`src/rtl/usb_pkg.sv`:
```
// Shared USB full-speed definitions for the packet encoder and decoder.
// Latency: n/a (constants and types only).
// Backpressure: n/a.
package usb_pkg;

    // Packet type codes reported on rx_packet and accepted as tx_packet.
    localparam logic [2:0] PKT_NONE  = 3'd0;
    localparam logic [2:0] PKT_DATA0 = 3'd1;
    localparam logic [2:0] PKT_ACK   = 3'd2;
    localparam logic [2:0] PKT_NAK   = 3'd3;
    localparam logic [2:0] PKT_STALL = 3'd4;
    localparam logic [2:0] PKT_IN    = 3'd5;
    localparam logic [2:0] PKT_OUT   = 3'd6;

    // PID bytes as assembled LSB-first from the wire.
    localparam logic [7:0] PID_DATA0 = 8'hC3;
    localparam logic [7:0] PID_ACK   = 8'hD2;
    localparam logic [7:0] PID_NAK   = 8'h5A;
    localparam logic [7:0] PID_STALL = 8'h1E;
    localparam logic [7:0] PID_IN    = 8'h69;
    localparam logic [7:0] PID_OUT   = 8'hE1;

    localparam logic [7:0] SYNC_BYTE = 8'h80;

    typedef enum logic [3:0] {
        ST_IDLE,
        ST_SYNC,
        ST_PID,
        ST_TOKEN,
        ST_DATA,
        ST_HS_EOP,
        ST_DONE,
        ST_ERR,
        ST_EOP_ERR,
        ST_EOP_WAIT
    } rx_state_e;

endpackage

```
`src/rtl/rx_pid_decode.sv`:
```
// PID byte classifier: checks the complement nibble and maps known PIDs to packet codes.
// Latency: combinational.
// Backpressure: none; ports are pid_byte in, pid_valid/pid_code out (code 0 when invalid).
module rx_pid_decode
    import usb_pkg::*;
(
    input  logic [7:0] pid_byte,
    output logic       pid_valid,
    output logic [2:0] pid_code
);

    logic nibble_ok;

    always_comb begin
        nibble_ok = (pid_byte[7:4] == ~pid_byte[3:0]);
        case (pid_byte)
            PID_DATA0: pid_code = PKT_DATA0;
            PID_ACK:   pid_code = PKT_ACK;
            PID_NAK:   pid_code = PKT_NAK;
            PID_STALL: pid_code = PKT_STALL;
            PID_IN:    pid_code = PKT_IN;
            PID_OUT:   pid_code = PKT_OUT;
            default:   pid_code = PKT_NONE;
        endcase
        pid_valid = nibble_ok && (pid_code != PKT_NONE);
        if (!pid_valid) begin
            pid_code = PKT_NONE;
        end
    end

endmodule

```
`src/rtl/rx_packet_decoder.sv`:
```
// USB FS receive framer: checks SYNC/PID/length/EOP, reports packet type, writes DATA0 payload to the FIFO.
// Latency: store strobe 1 cycle after byte_ready; rx_data_ready 2 cycles after EOP is first seen.
// Backpressure: none toward the bus; a byte arriving with the FIFO full is dropped and flagged as an error.
// Ports: clk/n_rst; start_detect, byte_ready+rx_byte, eop_detect, buffer_occupancy in;
//        rx_packet, rx_packet_data+store_rx_packet_data, flush, rx_data_ready, rx_transfer_active, rx_error out.
module rx_packet_decoder
    import usb_pkg::*;
#(
    parameter int MAX_BYTES      = 64,
    parameter int MIN_DATA_BYTES = 2
) (
    input  logic       clk,
    input  logic       n_rst,
    input  logic       start_detect,
    input  logic       byte_ready,
    input  logic [7:0] rx_byte,
    input  logic       eop_detect,
    input  logic [6:0] buffer_occupancy,
    output logic [2:0] rx_packet,
    output logic [7:0] rx_packet_data,
    output logic       store_rx_packet_data,
    output logic       flush,
    output logic       rx_data_ready,
    output logic       rx_transfer_active,
    output logic       rx_error
);

    localparam logic [6:0] MAX_OCC     = 7'(MAX_BYTES);
    localparam logic [6:0] MIN_CNT     = 7'(MIN_DATA_BYTES);
    localparam logic [6:0] TOKEN_BYTES = 7'd2;

    rx_state_e  state_q, state_d;
    logic [6:0] count_q, count_d;
    logic [2:0] rx_packet_q, rx_packet_d;
    logic [7:0] data_q, data_d;
    logic       store_q, store_d;
    logic       flush_q, flush_d;
    logic       ready_q, ready_d;
    logic       error_q, error_d;

    logic       pid_valid;
    logic [2:0] pid_code;
    logic       fifo_full;
    logic [6:0] count_inc;

    rx_pid_decode u_pid_decode (
        .pid_byte  (rx_byte),
        .pid_valid (pid_valid),
        .pid_code  (pid_code)
    );

    always_comb begin
        fifo_full = (buffer_occupancy >= MAX_OCC);
        count_inc = (count_q == 7'h7F) ? count_q : count_q + 7'd1;

        state_d     = state_q;
        count_d     = count_q;
        rx_packet_d = rx_packet_q;
        data_d      = data_q;
        store_d     = 1'b0;
        flush_d     = 1'b0;
        ready_d     = 1'b0;
        error_d     = error_q;

        case (state_q)
            ST_IDLE: begin
                if (start_detect) begin
                    state_d     = ST_SYNC;
                    error_d     = 1'b0;
                    rx_packet_d = PKT_NONE;
                end
            end
            ST_SYNC: begin
                if (byte_ready) begin
                    state_d = (rx_byte == SYNC_BYTE) ? ST_PID : ST_ERR;
                end else if (eop_detect) begin
                    state_d = ST_EOP_ERR;
                end
            end
            ST_PID: begin
                if (byte_ready) begin
                    if (pid_valid) begin
                        rx_packet_d = pid_code;
                        count_d     = '0;
                        case (pid_code)
                            PKT_DATA0: begin
                                state_d = ST_DATA;
                                flush_d = 1'b1;
                            end
                            PKT_IN, PKT_OUT: state_d = ST_TOKEN;
                            default:         state_d = ST_HS_EOP;
                        endcase
                    end else begin
                        rx_packet_d = PKT_NONE;
                        state_d     = ST_ERR;
                    end
                end else if (eop_detect) begin
                    state_d = ST_EOP_ERR;
                end
            end
            ST_TOKEN: begin
                // Address/endpoint/CRC5 content is not needed here, only the byte count.
                if (byte_ready) begin
                    count_d = count_inc;
                    if (count_inc >= TOKEN_BYTES) begin
                        state_d = ST_HS_EOP;
                    end else if (eop_detect) begin
                        state_d = ST_EOP_ERR;
                    end
                end else if (eop_detect) begin
                    state_d = ST_EOP_ERR;
                end
            end
            ST_HS_EOP: begin
                if (byte_ready) begin
                    state_d = ST_ERR;
                end else if (eop_detect) begin
                    state_d = ST_EOP_WAIT;
                end
            end
            ST_DATA: begin
                if (byte_ready && fifo_full) begin
                    state_d = ST_ERR;
                end else begin
                    // A byte landing with EOP is counted before the length check.
                    if (byte_ready) begin
                        data_d  = rx_byte;
                        store_d = 1'b1;
                        count_d = count_inc;
                    end
                    if (eop_detect) begin
                        state_d = (count_d >= MIN_CNT) ? ST_DONE : ST_EOP_ERR;
                    end
                end
            end
            ST_DONE: begin
                ready_d = 1'b1;
                state_d = ST_EOP_WAIT;
            end
            ST_ERR: begin
                error_d = 1'b1;
                if (eop_detect) begin
                    state_d = ST_EOP_WAIT;
                end
            end
            ST_EOP_ERR: begin
                error_d = 1'b1;
                state_d = ST_EOP_WAIT;
            end
            ST_EOP_WAIT: begin
                if (!eop_detect) begin
                    state_d = ST_IDLE;
                end
            end
            default: state_d = ST_IDLE;
        endcase
    end

    always_ff @(posedge clk or negedge n_rst) begin
        if (!n_rst) begin
            state_q     <= ST_IDLE;
            count_q     <= '0;
            rx_packet_q <= PKT_NONE;
            data_q      <= '0;
            store_q     <= 1'b0;
            flush_q     <= 1'b0;
            ready_q     <= 1'b0;
            error_q     <= 1'b0;
        end else begin
            state_q     <= state_d;
            count_q     <= count_d;
            rx_packet_q <= rx_packet_d;
            data_q      <= data_d;
            store_q     <= store_d;
            flush_q     <= flush_d;
            ready_q     <= ready_d;
            error_q     <= error_d;
        end
    end

    assign rx_packet            = rx_packet_q;
    assign rx_packet_data       = data_q;
    assign store_rx_packet_data = store_q;
    assign flush                = flush_q;
    assign rx_data_ready        = ready_q;
    assign rx_error             = error_q;
    assign rx_transfer_active   = (state_q != ST_IDLE);

endmodule

```
`config.mk`:
```
export PLATFORM = sky130hd
export DESIGN_NAME = rx_packet_decoder
export DESIGN_NICKNAME = d
export VERILOG_FILES = /design/src/rtl/usb_pkg.sv /design/src/rtl/rx_pid_decode.sv /design/src/rtl/rx_packet_decoder.sv
export SDC_FILE = /design/constraint.sdc
export NUM_CORES = 1
export LEC_CHECK = 0
export BUFFER_PORTS_ARGS = -buffer_cell sky130_fd_sc_hd__buf_2
export CELL_PAD_IN_SITES_DETAIL_PLACEMENT = 1
export CELL_PAD_IN_SITES_GLOBAL_PLACEMENT = 2
export CORE_MARGIN = 2
export CORE_UTILIZATION = 34
export CTS_BUF_LIST = sky130_fd_sc_hd__clkbuf_4 sky130_fd_sc_hd__clkbuf_8
export DETAILED_ROUTE_END_ITERATION = 10
export GPL_ROUTABILITY_DRIVEN = 0
export PLACE_DENSITY = 0.89
export SYNTH_ARGS = -nofsm -noshare
export SYNTH_HDL_FRONTEND = slang
export SYNTH_SLANG_ARGS = --single-unit
```
`constraint.sdc`:
```
create_clock -name clk -period 2.5 [get_ports clk]
set_input_delay 0.125 -clock clk [delete_from_list [all_inputs] [get_ports clk]]
set_output_delay 0.125 -clock clk [all_outputs]
set_load 0.02 [all_outputs]
```
* Word level (Yosys, flattened, before mapping)
Index checks and enable logic that the tools add are counted. Widths: inputs -> output; s select.
Storage, ports and cells: bits in latches 0, memories 0, ROM bits 0, memory bits (writable) 0, input port bits 20, register bits 26, logic and storage cells 97
Operators by class: muxes and demuxes 40, bitwise gates (word level) 2, equal/unequal tests 27, shift operators 0, div/mod/pow operators 0, magnitude comparators 3, reduce and logical (&&, ||, !) cells 16, $add $sub $neg 1, multipliers 0
Operators by type and width (number):
- $mux 4 | 13
- $mux 7 | 7
- $pmux 4 s9 | 1
- $eq 8x8->1 const B | 4
- $pmux 7 s3 | 1
- $pmux 3 s6 | 1
- $eq 4x3->1 const B | 4
- $eq 8x7->1 const B | 2
- $mux 3 | 5
- $ge 7x2->1 const B | 2
- $pmux 3 s2 | 2
- $ne 2x2->1 const B | 5
- $mux 1 | 9
- $reduce_and 3->1 | 3
- $eq 4x2->1 const B | 2
- $eq 4x4->1 const B | 2
- $eq 8x5->1 const B | 1
- $add 7x1->7 const B | 1
- $eq 7x7->1 const B | 1
- $ge 7x7->1 const B | 1
- $eq 3x3->1 const B | 2
- $reduce_bool 3->1 | 2
- $reduce_or 2->1 | 3
- $eq 4x1->1 const B | 1
- 12 further kinds | 14

* Logic depth before layout (Yosys ltp)
Gate-level depths: netlist of run 1.
word-level depth 11, depth in mapped cells 7, depth with buffers taken out 7

* Modules after synthesis
A second synthesis of run 1 with hierarchy kept.
Second synthesis, totals: cells, all modules 218, area total of the unflattened synthesis 1900.6 µm²
Modules (own cells, without submodules):
- rx_packet_decoder | times used 1, cells an instance 201, seq. area each 650.6 µm², area each 1771.7 µm²
- rx_pid_decode | times used 1, cells an instance 17, seq. area each 0.0 µm², area each 128.9 µm²

* Least setup slack after synthesis of run 1
OpenSTA, ideal clock, no wires.
kind register to register, start reg count_q[0], end reg state_q[0], data arrival time 1.762 ns, stages on the path, launching flop included 7, path slack 0.653 ns, period minus slack after synthesis 1.847 ns, data required time 2.414 ns, buffers on the path 0, path through dfrtp_1 -> ha_1 -> nand3_1 -> mux2_4 -> o2111ai_2 -> or3b_1 -> a32oi_1
Between the ends: longest elaborated chain between the ends 6, elaborated cells on any way between the ends 7, those cells by class add/sub: 1; order compare: 1; eq/ne: 1; mux: 4
Ends and longest elaborated chain:
- from (decl) | line rx_packet_decoder.sv:33 | logic [6:0] count_q, count_d;
- from (signal assigned) | line rx_packet_decoder.sv:171 | count_q <= count_d;
- $add 7x1->7 / $eq 7x7->1 (equally long branches) | line rx_packet_decoder.sv:54 | count_inc = (count_q == 7'h7F) ? count_q : count_q + 7'd1;
- $mux 7 (*) | line rx_packet_decoder.sv:54
- $ge 7x2->1 (*) | line rx_packet_decoder.sv:105 | if (count_inc >= TOKEN_BYTES) begin
- $mux 4 (*) | line rx_packet_decoder.sv:105
- $mux 4 (*) | line rx_packet_decoder.sv:103 | if (byte_ready) begin
- $pmux 4 s9 (*) | line rx_packet_decoder.sv:65 | case (state_q)
- to (signal assigned) | line rx_packet_decoder.sv:170 | state_q <= state_d;
- to (decl) | line rx_packet_decoder.sv:32 | rx_state_e state_q, state_d;
Every way passes the cells marked *; elsewhere a longest branch is shown, timed or not. A chain may end at the register's enable or synchronous reset.

* Final worst setup path of run 1
start reg count_q[1], end reg state_q[1]
Between the ends: longest elaborated chain between the ends 10, elaborated cells on any way between the ends 14, those cells by class add/sub: 1; order compare: 2; eq/ne: 1; mux: 10
Ends and longest elaborated chain:
- $add 7x1->7 / $eq 7x7->1 (equally long branches) | line rx_packet_decoder.sv:54
- $mux 7 | line rx_packet_decoder.sv:54
- $mux 7
- $mux 7 | line rx_packet_decoder.sv:122 | if (byte_ready && fifo_full) begin
- $mux 7 | line rx_packet_decoder.sv:65
- $ge 7x2->1 | line rx_packet_decoder.sv:132 | state_d = (count_d >= MIN_CNT) ? ST_DONE : ST_EOP_ERR;
- $mux 4 | line rx_packet_decoder.sv:132
- $mux 4 | line rx_packet_decoder.sv:131 | if (eop_detect) begin
- $mux 4 | line rx_packet_decoder.sv:122
- $pmux 4 s9 (*) | line rx_packet_decoder.sv:65
Every way passes the cells marked *; elsewhere a longest branch is shown, timed or not. The select of a mux whose other input is x is not followed.

==> flow_metrics.py, run 1 <==
metrics = {
    "outcome": {
        "status": "finished clean",
    },
    "floorplan": {
        "std_cell_rows": 27,
        "die_h_um": 78.8,
        "fp.coreArea_sq_um": 5470,
        "io_pins": 36,
        "die-area_sq_um": 6220,
        "start_util": 0.348,
        "die_w_um": 78.8,
    },
    "logic_synthesis": {
        "synth_seq_cells": 26,
        "synth_area_sq_um": 1900,
        "ys_top_cells_by_area": "dfrtp_1 34%, mux2_2 4.7%, nor2b_1 3.6%",
        "synth_cell_types": 61,
        "syn_avg_cell_area_sq_um": 8.66,
        "synth_warnings": 0,
        "ys.flop_type": "dfrtp_1",
        "synth_cells": 220,
        "syn-num-nets": 242,
        "yosys.area.top_type_share": 0.342,
        "ys_seq_area_frac": 0.342,
        "synth_edf_count": 0,
        "yosys.area.top_type": "dfrtp_1",
        "async_reset_ff_frac": 1.00,
    },
    "global_route": {
        "grt_max_degree": 27,
        "grt_use_total": 0.183,
        "antenna_found_initial": 0,
        "grt_first_pass_wirelength_um": 9250,
        "grt_pass1_vias": 1848,
        "grt_overflow_total": 0,
    },
    "min_path": {
        "hold_end": "rx_packet_data[4]",
        "hp-class": "input port to flip-flop",
        "holdPathStages": 2,
        "min_from": "rx_byte[4]",
    },
    "routing": {
        "antenna_left": 0,
        "drt_iter0_markers": 111,
        "wl_per_cell_um": 17.3,
        "drt-total-wl_um": 5510,
        "first_pass_iters": 4,
        "drc": 0,
        "num_vias": 1843,
        "drt-vias-per-instance": 5.80,
    },
    "cells_and_area": {
        "area_growth_pct": 15.2,
        "mostFrequentLayoutCells": "29 x buf_2, 26 x dfrtp_1, 18 x nand2_1",
        "fin_cells": 318,
        "mostFrequentLayoutCell": "buf_2",
        "drive_gt1_frac": 0.220,
        "register_area_sq_um": 651,
        "fillerInstances": 688,
        "final_util": 0.401,
        "n_antenna_cell": 0,
        "final_nets": 269,
        "multi_input_area_sq_um": 1170,
    },
    "sta": {
        "min_period_ns": 2.11,
        "rsz0062_at_grt": "false",
        "fin_setup_tns_ns": 0,
        "worstMarginPinSlew_ns": 0.610,
        "setup_slack_ns": 0.391,
        "hold_viol_final": 0,
        "maxSlewHeadroom": 0.593,
        "drv_slew": 0,
        "final-setup-viol-count": 0,
        "skew_ns": 0.00490,
        "fmax_ghz": 0.474,
        "finalCritPeriodShare": 0.844,
    },
    "place": {
        "portBuffers": 29,
        "post-dp-hpwl_um": 4190,
        "dp_slack_ns": 0.371,
        "place_inst": 313,
    },
    "clock_network": {
        "clk_path_buf_depth": 2,
        "numCtsBuffers": 3,
        "path_clk_slew_ns": 0.09,
        "tritoncts": "yes",
        "clkSinkCount": 26,
        "clk_latency_ns": 0.27,
        "htree_num_levels": 1,
        "cts-root-buf": "clkbuf_8",
        "postCtsSetupBuffers": 0,
    },
    "worst_setup_path": {
        "required_ns": 2.64,
        "crit_path_end_kind": "flip-flop",
        "critPathMaxFanout": 8,
        "reg2reg_from": "count_q[1]",
        "cp-start-kind": "flip-flop",
        "cp.arrival_ns": 2.25,
        "critical_path_class": "flip-flop to flip-flop",
        "reg2reg_to": "state_q[1]",
        "rr_worst_depth": 6,
        "r2r_setup_slack_ns": 0.39,
    },
    "power": {
        "peakVddDrop_uv": 461,
        "leakage_nw": 0.937,
        "p_per_area_nw_per_um2": 955,
    },
    "job": {
        "cap_violations": 0,
    },
}
[sequential cells by signal (all words and copies together), names as in the netlist]
name	flops
count_q	7
flush	1
rx_data_ready	1
rx_error	1
rx_packet	3
rx_packet_data	8
state_q	4
store_rx_packet_data	1
[routing by layer]
metal / GRT usage / vias to the layer above / part of all wire
li1: - / 888 / -
met1: 0.254 / 919 / 0.48
met2: 0.304 / 32 / 0.48
met3: 0.0318 / 4 / 0.036
met4: 0.0310 / 0 / 0.0080
met5: 0 / - / 0
[cell type report]
class | instances | area share
clock buffer | 3 | 0.0188
clock inverter | 1 | 0.0137
inverter | 6 | 0.0103
multi-input combinational | 176 | 0.535
sequential | 26 | 0.297
tap | 72 | 0.0411
timing repair buffer | 34 | 0.0844
[worst max-delay path by stage]
| stage | cells past startpoint | slack, ns | end | startpoint |
|---|---|---|---|---|
| floorplan | 6 | 0.65 | state_q[0] | count_q[0] |
| global placement | 6 | 0.45 | state_q[1] | count_q[1] |
| detailed placement | 6 | 0.37 | state_q[1] | count_q[1] |
| CTS | 6 | 0.36 | state_q[1] | count_q[1] |
| global route | 6 | 0.07 | state_q[1] | count_q[1] |
| finish | 6 | 0.39 | state_q[1] | count_q[1] |
[per-stage QoR]
step           hold slack, ns  power, mW  cell area [sq um]
3_3_place_gp            0.176       1.72               2110
5_1_grt                 0.151       2.27               2190
3_5_place_dp            0.187       1.75               2110
4_1_cts                 0.151       2.12               2190
6_report                0.156       2.09               2190
2_1_floorplan          -0.171       1.41               1900
[critical path, cell delays in order, from the launching register on]
cell and delay [ns]:
dfrtp_1 0.48, ha_1 0.35, nand3_1 0.14, mux2_4 0.25
nand4_1 0.11, o311ai_0 0.51, a31oi_1 0.15
[cell families after synthesis]
kind of cell | after synthesis | share of synthesized area
AO/OA/AOI/OAI | 69 | 0.260
XOR/XNOR | 4 | 0.0184
adder cells (fa/ha/maj) | 2 | 0.0131
buffers and inverters | 18 | 0.0420
flip-flops | 26 | 0.342
multiplexers | 9 | 0.0552
AND/OR/NAND/NOR | 92 | 0.269
[power by group]
part / internal [mW] / switching, mW
Combinational: 0.429 / 0.598
Clock: 0.214 / 0.139
Sequential: 0.544 / 0.170
[synthesized netlist by cell type, types with 4 or more instances]
| master | count |
|---|---|
| nand3b_1 | 5 |
| mux2_2 | 8 |
| inv_1 | 6 |
| clkbuf_1 | 6 |
| and3_1 | 4 |
| nor3_1 | 6 |
| buf_2 | 4 |
| nand4_1 | 5 |
| o21ai_0 | 11 |
| nand2_1 | 18 |
| a21oi_1 | 12 |
| dfrtp_1 | 26 |
| a31oi_1 | 8 |
| nor2b_1 | 11 |
| nand3_1 | 7 |
| nand2b_1 | 8 |
| nor2_1 | 14 |
[what timing repair did]
action                    CTS  global route
hold buffers                1             0
hold endpoints to repair   26             0
gates resized for setup     0             0
No activity file was read; power rests on OpenSTA's default activity.
==> inputs of run 2 (changes only) <==
--- a/config.mk
+++ b/config.mk
@@ -9,11 +9,11 @@
 export CELL_PAD_IN_SITES_DETAIL_PLACEMENT = 1
 export CELL_PAD_IN_SITES_GLOBAL_PLACEMENT = 2
 export CORE_MARGIN = 2
-export CORE_UTILIZATION = 34
+export CORE_UTILIZATION = 31
 export CTS_BUF_LIST = sky130_fd_sc_hd__clkbuf_4 sky130_fd_sc_hd__clkbuf_8
 export DETAILED_ROUTE_END_ITERATION = 10
 export GPL_ROUTABILITY_DRIVEN = 0
-export PLACE_DENSITY = 0.89
+export PLACE_DENSITY = 0.85
 export SYNTH_ARGS = -nofsm -noshare
 export SYNTH_HDL_FRONTEND = slang
 export SYNTH_SLANG_ARGS = --single-unit
==> constraint.sdc (replaced) <==
create_clock -name clk -period 1.7 [get_ports clk]
set_input_delay 0.085 -clock clk [delete_from_list [all_inputs] [get_ports clk]]
set_output_delay 0.085 -clock clk [all_outputs]
set_load 0.02 [all_outputs]
==> run 2 against run 1 <==
  * Die area increased by 9.2%
  * Maximum frequency grew 15%
  * Clock-buffer cell count unchanged
  * Highest routed layer unchanged
  * Sequential share of layout area decreased by 5.3 points
  * Critical path depth is 1 higher
  * Utilization increased by 5.3 points
  * Clock power increased by 50%
  * Worst hold slack lost 0.058 ns
  * Routed wire length increased by 20%
  * Via count increased by 12%
  * The flow now finishes with violations (negative setup slack)
==> flow_metrics.py, run 2 (synthesis results as in run 1) <==
metrics = {
    "worst_setup_path": {
        "required_ns": 1.90,
        "r2r_setup_slack_ns": -0.14,
        "slowest_delay_ns": 0.46,
        "cp-start-kind": "flip-flop",
        "crit_path_end_kind": "flip-flop",
        "crit_slowest_cell": "dfrtp_2",
        "cp_top_family": "compound AO/OA/AOI/OAI gates",
        "critical_path_class": "flip-flop to flip-flop",
        "path_cells": "buf_6, nand4_1, buf_4, a41oi_2, o2111ai_4, a211o_2, a31oi_1",
        "critPathMaxFanout": 4,
        "crit_buf_inv": 2,
        "cp.arrival_ns": 2.03,
    },
    "sta": {
        "finalCritPeriodShare": 1.08,
        "fmax_ghz": 0.545,
        "maxSlewHeadroom": 0.583,
        "min_period_ns": 1.84,
        "setup_slack_ns": -0.135,
        "hold_viol_final": 0,
        "rsz0062_at_grt": "true",
        "final-setup-viol-count": 12,
        "drv_slew": 0,
        "skew_ns": 0.00666,
        "fin_setup_tns_ns": -0.492,
        "worstMarginPinSlew_ns": 0.626,
    },
    "power": {
        "leakage_nw": 1.18,
        "peakVddDrop_uv": 751,
        "seq_power_share": 0.264,
        "clockPowerShare": 0.138,
        "swShare": 0.422,
        "p_switching_mw": 1.62,
        "p_total_mw": 3.85,
        "p_per_area_nw_per_um2": 1430,
        "pwr-share-comb": 0.598,
        "p_int_mw": 2.23,
    },
    "clock_network": {
        "tritoncts": "yes",
        "path_clk_slew_ns": 0.10,
        "cts-root-buf": "clkbuf_8",
        "numCtsBuffers": 3,
        "clk_path_buf_depth": 2,
        "htree_num_levels": 1,
        "clk_latency_ns": 0.28,
        "clkSinkCount": 26,
    },
    "routing": {
        "drt-total-wl_um": 6590,
        "drt_iter0_markers": 88,
        "drc": 0,
        "drt-vias-per-instance": 5.63,
        "first_pass_iters": 4,
        "wl_per_cell_um": 18.0,
        "antenna_left": 0,
        "num_vias": 2065,
    },
    "global_route": {
        "grt_first_pass_wirelength_um": 10500,
        "grt_max_degree": 27,
        "grt_overflow_total": 0,
        "grt_use_total": 0.199,
        "grt_pass1_vias": 2051,
        "antenna_found_initial": 0,
    },
    "place": {
        "post-dp-hpwl_um": 5070,
        "dpl-instance-area_sq_um": 2450,
        "place_inst": 355,
        "portBuffers": 29,
    },
    "cells_and_area": {
        "mostFrequentLayoutCell": "buf_4",
        "mostFrequentLayoutCells": "48 x buf_4, 29 x buf_2, 22 x dfrtp_1",
        "fillerInstances": 715,
        "n_antenna_cell": 0,
        "final_nets": 315,
        "stdcell_area_sq_um": 2690,
        "largest_reg_flops": 8,
        "drive_gt1_frac": 0.421,
        "fin_cells": 367,
        "area_growth_pct": 41.2,
        "multi_input_area_sq_um": 1310,
        "register_area_sq_um": 656,
    },
    "job": {
        "cap_violations": 0,
    },
    "floorplan": {
        "start_util": 0.322,
        "io_pins": 36,
        "die_w_um": 82.4,
        "die_h_um": 82.4,
        "fp.coreArea_sq_um": 5920,
        "std_cell_rows": 28,
        "die-area_sq_um": 6790,
    },
    "outcome": {
        "status": "finished with violations",
        "failed_checks": "negative setup slack",
    },
    "min_path": {
        "hp-class": "input port to flip-flop",
    },
}
## run 2: area by class of cell
cell class	instances	area share
tap	75	0.0349
multi-input combinational	176	0.486
inverter	6	0.00838
sequential	26	0.244
clock buffer	3	0.0154
clock inverter	1	0.0112
timing repair buffer	80	0.200
## run 2: path summary, 6_finish.rpt
check / to / cells after the start / startpoint
max in group asynchronous: count_q[2] / 2 / n_rst
min in group asynchronous: rx_data_ready / 2 / n_rst
hold / removal: rx_packet_data[0] / 2 / rx_byte[0]
setup / recovery: state_q[1] / 7 / count_q[0]
hold reg to reg: rx_packet_data[2] / 1 / rx_packet_data[2]
setup reg to reg: state_q[1] / 7 / count_q[0]
## run 2: power by group through the flow
stage	clock (mW)	sequential, mW	combinational, mW
final	0.531	1.02	2.30
after global routing	0.562	1.05	2.50
after CTS	0.547	1.01	2.15
after detailed placement	0	1.02	1.96
after global placement	0	1.00	1.90
after floorplan	0	1.10	1.05
## run 2: through the flow
stage	worst slack (ns)	utilization	hold slack (ns)
final	-0.135	0.454	0.0984
after global routing	-0.203	0.454	0.119
after CTS	-0.0943	0.439	0.0931
after detailed placement	-0.235	0.413	0.140
after global placement	-0.102	0.413	0.126
after floorplan	-0.0322	-	-0.211
## run 2: repair_timing
action	in CTS	in global routing
hold endpoints to repair	26	0
hold buffers	1	0
gates resized for setup	12	13
setup endpoints to repair	21	21
pin swaps	7	4
setup buffers	3	4
## run 2: metal layers
| metal | up-vias | GRT usage | part of all wire |
|---|---|---|---|
| li1 | 984 | - | - |
| met1 | 1051 | 0.279 | 0.48 |
| met2 | 28 | 0.337 | 0.50 |
| met3 | 2 | 0.0239 | 0.019 |
| met4 | 0 | 0.0267 | 0.0050 |
| met5 | - | 0 | 0 |
==> inputs of run 3 (changes only) <==
==> constraint.sdc (replaced) <==
create_clock -name clk -period 1.5 [get_ports clk]
set_input_delay 0.075 -clock clk [delete_from_list [all_inputs] [get_ports clk]]
set_output_delay 0.075 -clock clk [all_outputs]
set_load 0.02 [all_outputs]
==> run 3 against run 2 <==
  * The flow still finishes with violations (negative setup slack)
  * Sequential cell count did not move
  * Clock skew fell by 0.0045 ns
  * Cell count rose by 3.8%
  * Highest routed layer unchanged
  * Critical path depth did not move
  * Routed wire length rose by 12%
  * First-iteration DRC count rose by 32%
  * Register-to-register slack got worse by 0.20 ns
  * Critical endpoint unchanged
  * Sequential share of layout area fell by 1.9 points
  * Global-route usage rose by 1.3 points
  * Non-clock buffer count rose by 13
  * Sequential power rose by 12%
  * Design area rose by 9.0%
==> flow_metrics.py, run 3 (synthesis results as in run 1) <==
metrics = {
    "outcome": {
        "status": "finished with violations",
        "failed_checks": "negative setup slack",
    },
    "worst_setup_path": {
        "crit_path_end_kind": "flip-flop",
        "cp.arrival_ns": 2.05,
        "path_cells": "inv_2, ha_4, nand2b_4, nor4_4, o2111ai_2, a211o_2, a31oi_2",
        "cp-start-kind": "flip-flop",
        "critPathMaxFanout": 4,
        "required_ns": 1.71,
        "r2r_setup_slack_ns": -0.34,
        "critical_path_class": "flip-flop to flip-flop",
        "crit_buf_inv": 1,
        "crit_slowest_cell": "dfrtp_2",
        "cp_top_family": "compound AO/OA/AOI/OAI gates",
        "slowest_delay_ns": 0.44,
    },
    "global_route": {
        "grt_max_degree": 27,
        "grt_first_pass_wirelength_um": 10900,
        "antenna_found_initial": 0,
        "grt_overflow_total": 0,
        "grt_pass1_vias": 2102,
        "grt_use_total": 0.212,
    },
    "sta": {
        "worstMarginPinSlew_ns": 0.632,
        "setup_slack_ns": -0.339,
        "hold_viol_final": 0,
        "rsz0062_at_grt": "true",
        "fmax_ghz": 0.544,
        "finalCritPeriodShare": 1.23,
        "min_period_ns": 1.84,
        "skew_ns": 0.00216,
        "maxSlewHeadroom": 0.579,
        "drv_slew": 0,
        "final-setup-viol-count": 21,
    },
    "routing": {
        "drt_iter0_markers": 116,
        "first_pass_iters": 4,
        "wl_per_cell_um": 19.4,
        "drt-total-wl_um": 7380,
        "drc": 0,
        "drt-vias-per-instance": 5.66,
        "num_vias": 2157,
        "antenna_left": 0,
    },
    "cells_and_area": {
        "area_growth_pct": 53.9,
        "n_antenna_cell": 0,
        "register_area_sq_um": 658,
        "largest_reg_flops": 8,
        "final_util": 0.495,
        "mostFrequentLayoutCells": "57 x buf_4, 28 x buf_2, 20 x dfrtp_1",
        "drive_gt1_frac": 0.500,
        "multi_input_area_sq_um": 1430,
        "fillerInstances": 707,
        "final_nets": 329,
        "mostFrequentLayoutCell": "buf_4",
    },
    "power": {
        "p_total_mw": 4.78,
        "p_per_area_nw_per_um2": 1630,
        "peakVddDrop_uv": 788,
        "leakage_nw": 1.27,
    },
    "min_path": {
        "hp-class": "input port to flip-flop",
    },
    "floorplan": {
        "die-area_sq_um": 6790,
        "die_w_um": 82.4,
        "die_h_um": 82.4,
        "io_pins": 36,
        "std_cell_rows": 28,
        "fp.coreArea_sq_um": 5920,
        "start_util": 0.322,
    },
    "clock_network": {
        "path_clk_slew_ns": 0.10,
        "clk_path_buf_depth": 2,
        "tritoncts": "yes",
        "clk_latency_ns": 0.28,
        "htree_num_levels": 1,
        "cts-root-buf": "clkbuf_8",
        "numCtsBuffers": 3,
        "clkSinkCount": 26,
    },
    "job": {
        "cap_violations": 0,
    },
    "place": {
        "post-dp-hpwl_um": 4900,
        "portBuffers": 29,
        "dp_slack_ns": -0.401,
    },
}
-- run 3: stage by stage --
stage,TNS [ns],instance area [sq um],std cells,hold WS [ns]
detailed placement,-3.50,2520,363,0.128
CTS,-2.30,2750,371,0.0796
floorplan,-0.829,1970,220,-0.221
global placement,-3.12,2520,363,0.114
finish,-2.92,2930,381,0.0816
global route,-4.22,2930,381,0.0939
-- run 3: final cells by class --
cell class | instances | area share
multi-input cells | 177 | 0.487
inverters | 6 | 0.00768
well taps | 75 | 0.0320
repair buffers | 93 | 0.224
clock buffers | 3 | 0.0141
flip-flops and latches | 26 | 0.224
clock inverters | 1 | 0.0102
-- run 3: per-layer routing --
layer | GRT usage | vias to the layer above | routed length [um]
li1 | - | 1012 | -
met1 | 0.285 | 1071 | 3230
met2 | 0.368 | 57 | 3740
met3 | 0.0152 | 17 | 219
met4 | 0.0533 | 0 | 183
met5 | 0 | - | 0
-- run 3: where the power goes --
group	internal (mW)	switching [mW]
logic	1.44	1.57
clock network	0.358	0.260
registers	0.919	0.221
-- run 3: worst reg2reg max path, stage by stage, from the launching register on --
cell       delay [ns]
dfrtp_2          0.44
inv_2            0.07
ha_4             0.29
nand2b_4         0.06
nor4_4           0.21
o2111ai_2        0.18
a211o_2          0.33
a31oi_2          0.19
-- run 3: final timing paths --
check | start | end | cells past startpoint
worst max-delay path | count_q[1] | state_q[1] | 7
min in group asynchronous | n_rst | rx_error | 2
max in group asynchronous | n_rst | count_q[1] | 2
worst min register to register | rx_packet_data[2] | rx_packet_data[2] | 1
worst min-delay path | rx_byte[4] | rx_packet_data[4] | 2
worst max register to register | count_q[1] | state_q[1] | 7
-- run 3: what timing repair did --
item                                   4_1_cts  5_1_grt
setup buffers                                3       10
hold buffers                                 1        0
cloned                                       0        1
pin swaps                                   10       12
gates resized for setup                     28       24
endpoints found under the hold margin       26        0
setup endpoints to repair                   23       23
